File: src/rtl/time_keeper.sv
// time_keeper: 1 Hz prescaler driving seconds/minutes/hours counters,
// with an edge-triggered time load from the settings controller and tick strobes.
module time_keeper #(
   parameter int CLK_FREQ    = 50_000_000,
   parameter int MAX_MINUTES = 60,
   parameter int MAX_HOURS   = 24
) (
   input  logic                           clk,
   input  logic                           rst,
   input  logic                           hold,
   input  logic                           set_time,
   input  logic [$clog2(MAX_MINUTES)-1:0] minutes_settings,
   input  logic [$clog2(MAX_HOURS)-1:0]   hours_settings,
   output logic [$clog2(MAX_MINUTES):0]   cur_seconds,
   output logic [$clog2(MAX_MINUTES):0]   cur_minutes,
   output logic [$clog2(MAX_HOURS):0]     cur_hours,
   output logic                           sec_tick,
   output logic                           min_tick,
   output logic                           load_err
);
   localparam int PW = CLK_FREQ > 1 ? $clog2(CLK_FREQ) : 1;
   localparam int MW = $clog2(MAX_MINUTES) + 1;
   localparam int HW = $clog2(MAX_HOURS) + 1;
   logic [PW-1:0] pre_q, pre_d;
   logic [MW-1:0] sec_q, sec_d, min_q, min_d;
   logic [HW-1:0] hr_q, hr_d;
   logic          set_time_prev_q, set_time_prev_d;
   logic          sec_tick_q, sec_tick_d, min_tick_q, min_tick_d, load_err_q, load_err_d;
   logic          load, load_ok, tick, sec_wrap, min_wrap, hr_wrap;
   assign load     = set_time & ~set_time_prev_q;
   assign load_ok  = 32'(minutes_settings) < MAX_MINUTES && 32'(hours_settings) < MAX_HOURS;
   assign tick     = ~hold && pre_q == PW'(CLK_FREQ - 1);
   assign sec_wrap = sec_q == MW'(MAX_MINUTES - 1);
   assign min_wrap = min_q == MW'(MAX_MINUTES - 1);
   assign hr_wrap  = hr_q == HW'(MAX_HOURS - 1);
   // A valid load outranks both hold and a coinciding terminal count.
   always_comb begin
      pre_d           = pre_q;
      sec_d           = sec_q;
      min_d           = min_q;
      hr_d            = hr_q;
      set_time_prev_d = set_time;
      sec_tick_d      = 1'b0;
      min_tick_d      = 1'b0;
      load_err_d      = load & ~load_ok;
      if (load && load_ok) begin
         pre_d = '0;
         sec_d = '0;
         min_d = {1'b0, minutes_settings};
         hr_d  = {1'b0, hours_settings};
      end else if (tick) begin
         pre_d      = '0;
         sec_d      = sec_wrap ? '0 : sec_q + 1'b1;
         min_d      = sec_wrap ? (min_wrap ? '0 : min_q + 1'b1) : min_q;
         hr_d       = sec_wrap && min_wrap ? (hr_wrap ? '0 : hr_q + 1'b1) : hr_q;
         sec_tick_d = 1'b1;
         min_tick_d = sec_wrap;
      end else if (!hold) begin
         pre_d = pre_q + 1'b1;
      end
   end
   always_ff @(posedge clk or posedge rst) begin
      if (rst) begin
         pre_q           <= '0;
         sec_q           <= '0;
         min_q           <= '0;
         hr_q            <= '0;
         set_time_prev_q <= 1'b0;
         sec_tick_q      <= 1'b0;
         min_tick_q      <= 1'b0;
         load_err_q      <= 1'b0;
      end else begin
         pre_q           <= pre_d;
         sec_q           <= sec_d;
         min_q           <= min_d;
         hr_q            <= hr_d;
         set_time_prev_q <= set_time_prev_d;
         sec_tick_q      <= sec_tick_d;
         min_tick_q      <= min_tick_d;
         load_err_q      <= load_err_d;
      end
   end
   assign cur_seconds = sec_q;
   assign cur_minutes = min_q;
   assign cur_hours   = hr_q;
   assign sec_tick    = sec_tick_q;
   assign min_tick    = min_tick_q;
   assign load_err    = load_err_q;
endmodule

File: config.mk
export PLATFORM = sky130hd
export DESIGN_NAME = time_keeper
export DESIGN_NICKNAME = d
export VERILOG_FILES = /design/src/rtl/time_keeper.sv
export SDC_FILE = /design/constraint.sdc
export NUM_CORES = 1
export LEC_CHECK = 0
export CAP_MARGIN = 10
export CORE_ASPECT_RATIO = 1.4
export CORE_UTILIZATION = 50
export CTS_BUF_LIST = sky130_fd_sc_hd__clkbuf_2 sky130_fd_sc_hd__clkbuf_4 sky130_fd_sc_hd__clkbuf_8
export DETAILED_ROUTE_END_ITERATION = 8
export PLACE_DENSITY = 0.76
export REMOVE_ABC_BUFFERS = 1
export SETUP_SLACK_MARGIN = 0.3
export SLEW_MARGIN = 20
export SYNTH_ARGS = -nofsm -noshare
export SYNTH_HDL_FRONTEND = slang
export SYNTH_SLANG_ARGS = --single-unit
File: constraint.sdc
create_clock -name clk -period 4.35 [get_ports clk]
set_clock_uncertainty 0.2 [all_clocks]
set_input_delay 0.435 -clock clk [delete_from_list [all_inputs] [get_ports clk]]
set_output_delay 0.435 -clock clk [all_outputs]
set_load 0.02 [all_outputs]
==> results.cfg <==
[outcome]
outcome = finished, final reports clean

[die]
die_area_sq_um = 5910
coreArea_sq_um = 5280
die_h_um = 90.6
io_pins = 38
initial_core_util_pct = 53.1
die_w_um = 65.3
row_count = 31

[hold_path]
worstHoldStart = pre_q[7]$_DFFE_PP0P_
holdPathStages = 2
min_path_type = flop to flop

[sta]
slew_violations = 0
fmax_mhz = 327
tightest_slew_ns = 0.959
setup_tns_ns = 0
setup_violations = 0
finalCritPeriodShare_pct = 70.2
layout_min_cycle_time_ns = 3.05
rsz0062_at_grt = no
hold_viol = 0
slew_headroom_pct = 35.8

[worst_setup_path]
crit_path_max_fanout = 19
r2r-end = cur_hours[0]$_DFFE_PP0P_
endpoint = cur_hours[0]$_DFFE_PP0P_
max_stage_delay_ns = 0.62
path_delay_family = simple AND/OR/NAND/NOR gates
cp.depth = 6
required_ns = 4.37
critPathLaunch = pre_q[0]$_DFFE_PP0P_
startpoint_type = flop
worst-setup-path-type = flop to flop
path_cells = ha_1 -> nand4_1 -> nor4_1 -> nand3_2 -> or4_1 -> a31oi_1
cp_slowest_cell = nor4_1
crit_path_end_kind = flop
path_buf_inv = 0
r2r_start = pre_q[0]$_DFFE_PP0P_
rrSetupSlack_ns = 1.30
reg2reg_depth = 6
arrival_ns = 3.07

[clock_tree]
cts_resized = 0
cts_hold_buf = 0
clockBufferDepth = 2
cts.reportedPaths.clkPinSlew_ns = 0.08
clk_latency_ns = 0.30
cts-buffers-inserted = 5
h-tree-depth = 2
tritoncts = built
clock_sinks = 50
cts_setup_buffers = 0
root_buffer = clkbuf_8

[route]
via_count = 2504
drc_errors = 0
drt_iter0_markers = 208
firstDrtPassIters = 4
via_per_inst = 6.02
wl_per_cell_um = 15.3
ant_nets = 0
drt_wl_total_mm = 6.35

[power_and_ir_drop]
p_per_area_nw_per_um2 = 305
ir_drop_v = 0.000215
leakage_nw = 1.30

[global_routing]
top_usage_layer = met2
antenna_found_initial = 0
grt-ovfl-total = 0
grt_max_degree = 51
grt_pass1_wl_mm = 10.8
grt_pass1_vias = 2343
grt.met2_usage_pct = 37.3
grt_usage_pct = 22.9
met1_usage_pct = 31.2
met3_usage_pct = 3.03

[yosys]
syn-instance-count = 318
syn_area_sq_um = 2800
ys_seq_area_share_pct = 44.7
syn_avg_cell_area_sq_um = 8.81
synth_edf_count = 0
ys.flop_type = dfrtp_1
async_flop_share_pct = 100
yosys.cell_types.count = 42
ys_ff_latch = 50
ys_warn_count = 0

[place]
dp_cells = 410
portBuffers = 37
dpl.hpwl_mm = 4.44
place_congestion = 0.870

[layout]
layout-drive-gt1-share_pct = 4.29
final_cells = 416
synthToLayoutAreaGrowth_pct = 17.7
num_antenna_cells = 0
fillers = 468
final_nets = 371

[run]
cap_violations = 0
-- cells by family after synthesis --
logic type,share of synthesized area [%]
xor+xnor,5.31
fa+ha+maj,2.23
compound gates,12.6
buf+inv,2.37
simple gates,31.8
mux,1.07
flops,44.7
-- worst min path at each step --
stage	to	slack, ns
5_1_grt	set_time_prev_q$_DFF_PP0_	0.38
3_5_place_dp	pre_q[7]$_DFFE_PP0P_	0.36
4_1_cts	pre_q[7]$_DFFE_PP0P_	0.38
2_1_floorplan	set_time_prev_q$_DFF_PP0_	0.27
6_report	pre_q[7]$_DFFE_PP0P_	0.38
3_3_place_gp	pre_q[7]$_DFFE_PP0P_	0.35
-- flip-flops by register name, indices dropped and copies added, names as in the netlist --
signal,cells
pre_q,26
cur_minutes,7
min_tick,1
cur_seconds,7
cur_hours,6
load_err,1
sec_tick,1
set_time_prev_q,1
-- area by class of cell --
class                           count  area, sq um  share of cell area (%)
Timing Repair Buffer               38          378                    11.5
Multi-Input combinational cell    251         1480                    45.0
Sequential cell                    50         1250                    37.9
Inverter                            5         20.0                   0.607
Tap cell                           66         82.6                    2.50
Clock buffer                        6         82.6                    2.50
-- cells in the mapped netlist (all sizes together) (2+ instances only) --
cell    number  area share [%]
nor4         8             2.3
mux2i        3             1.1
xnor2       13             4.1
nand4       12             2.7
o21ai       16             2.9
and3         7             1.6
nor2        36             4.8
dfrtp       50              45
nor2b        4            0.89
and4         4             1.3
ha           5             2.2
or4b         2            0.71
nor3b        2            0.54
inv          5            0.67
nand2       35             4.7
a31oi       11             2.5
a21oi       20             3.6
or3         10             2.2
or4         10             2.8
nand3       23             4.3
and2         3            0.67
buf          2            0.36
xor2         4             1.3
clkbuf      10             1.3
o31ai        5             1.3
nor3         6             1.1
-- worst min-delay path, cell delays in order, from the launching register on --
cell and delay (ns):
dfrtp_1 0.39, xnor2_1 0.13, nor2_1 0.04
-- per-layer routing --
layer / up-vias / wire length, um
li1: 1228 / -
met1: 1214 / 2910
met2: 54 / 3150
met3: 8 / 194
met4: 0 / 90
met5: - / 0
-- power by group --
group	total [W]	internal, W	leakage, nW	switching (W)
Clock	0.000269	0.000123	0.0431	0.000146
Combinational	0.000185	0.0000862	0.605	0.0000990
Sequential	0.000552	0.000499	0.655	0.0000526
Total	0.00101	0.000709	1.30	0.000298
-- cells in the final DEF, fill, tap and decap left out, types with 2 or more instances in the layout --
| master | netlist | final |
|---|---|---|
| and2_1 | 3 | 3 |
| and3_1 | 7 | 7 |
| o21ai_0 | 16 | 16 |
| nand3_1 | 22 | 22 |
| xor2_1 | 4 | 4 |
| clkdlybuf4s50_1 | 0 | 37 |
| xnor2_1 | 13 | 13 |
| a31oi_1 | 11 | 11 |
| nor3b_1 | 2 | 2 |
| inv_1 | 5 | 4 |
| nor2b_1 | 4 | 4 |
| nor4_1 | 7 | 7 |
| and4_1 | 4 | 4 |
| or4_1 | 9 | 9 |
| nor2_1 | 36 | 36 |
| a21oi_1 | 20 | 20 |
| dfrtp_1 | 50 | 50 |
| nand4_1 | 12 | 12 |
| o31ai_1 | 5 | 5 |
| nand2_1 | 35 | 35 |
| mux2i_1 | 3 | 3 |
| nor3_1 | 6 | 6 |
| clkbuf_8 | 0 | 6 |
| or3_1 | 10 | 10 |
| ha_1 | 5 | 5 |
-- stage by stage --
step / hold WS [ns] / worst slack, ns / cell area, sq um / util (%) / total power, W
4_1_cts: 0.383 / 1.28 / 3300 / 62.5 / 0.00101
3_5_place_dp: 0.359 / 0.987 / 3210 / 60.9 / 0.000746
2_1_floorplan: 0.266 / 1.59 / 2750 / - / 0.000661
6_report: 0.380 / 1.30 / 3300 / 62.5 / 0.00101
3_3_place_gp: 0.353 / 1.10 / 3210 / 60.9 / 0.000742
5_1_grt: 0.383 / 0.997 / 3300 / 62.5 / 0.00106
No activity file was read; power rests on OpenSTA's default activity.
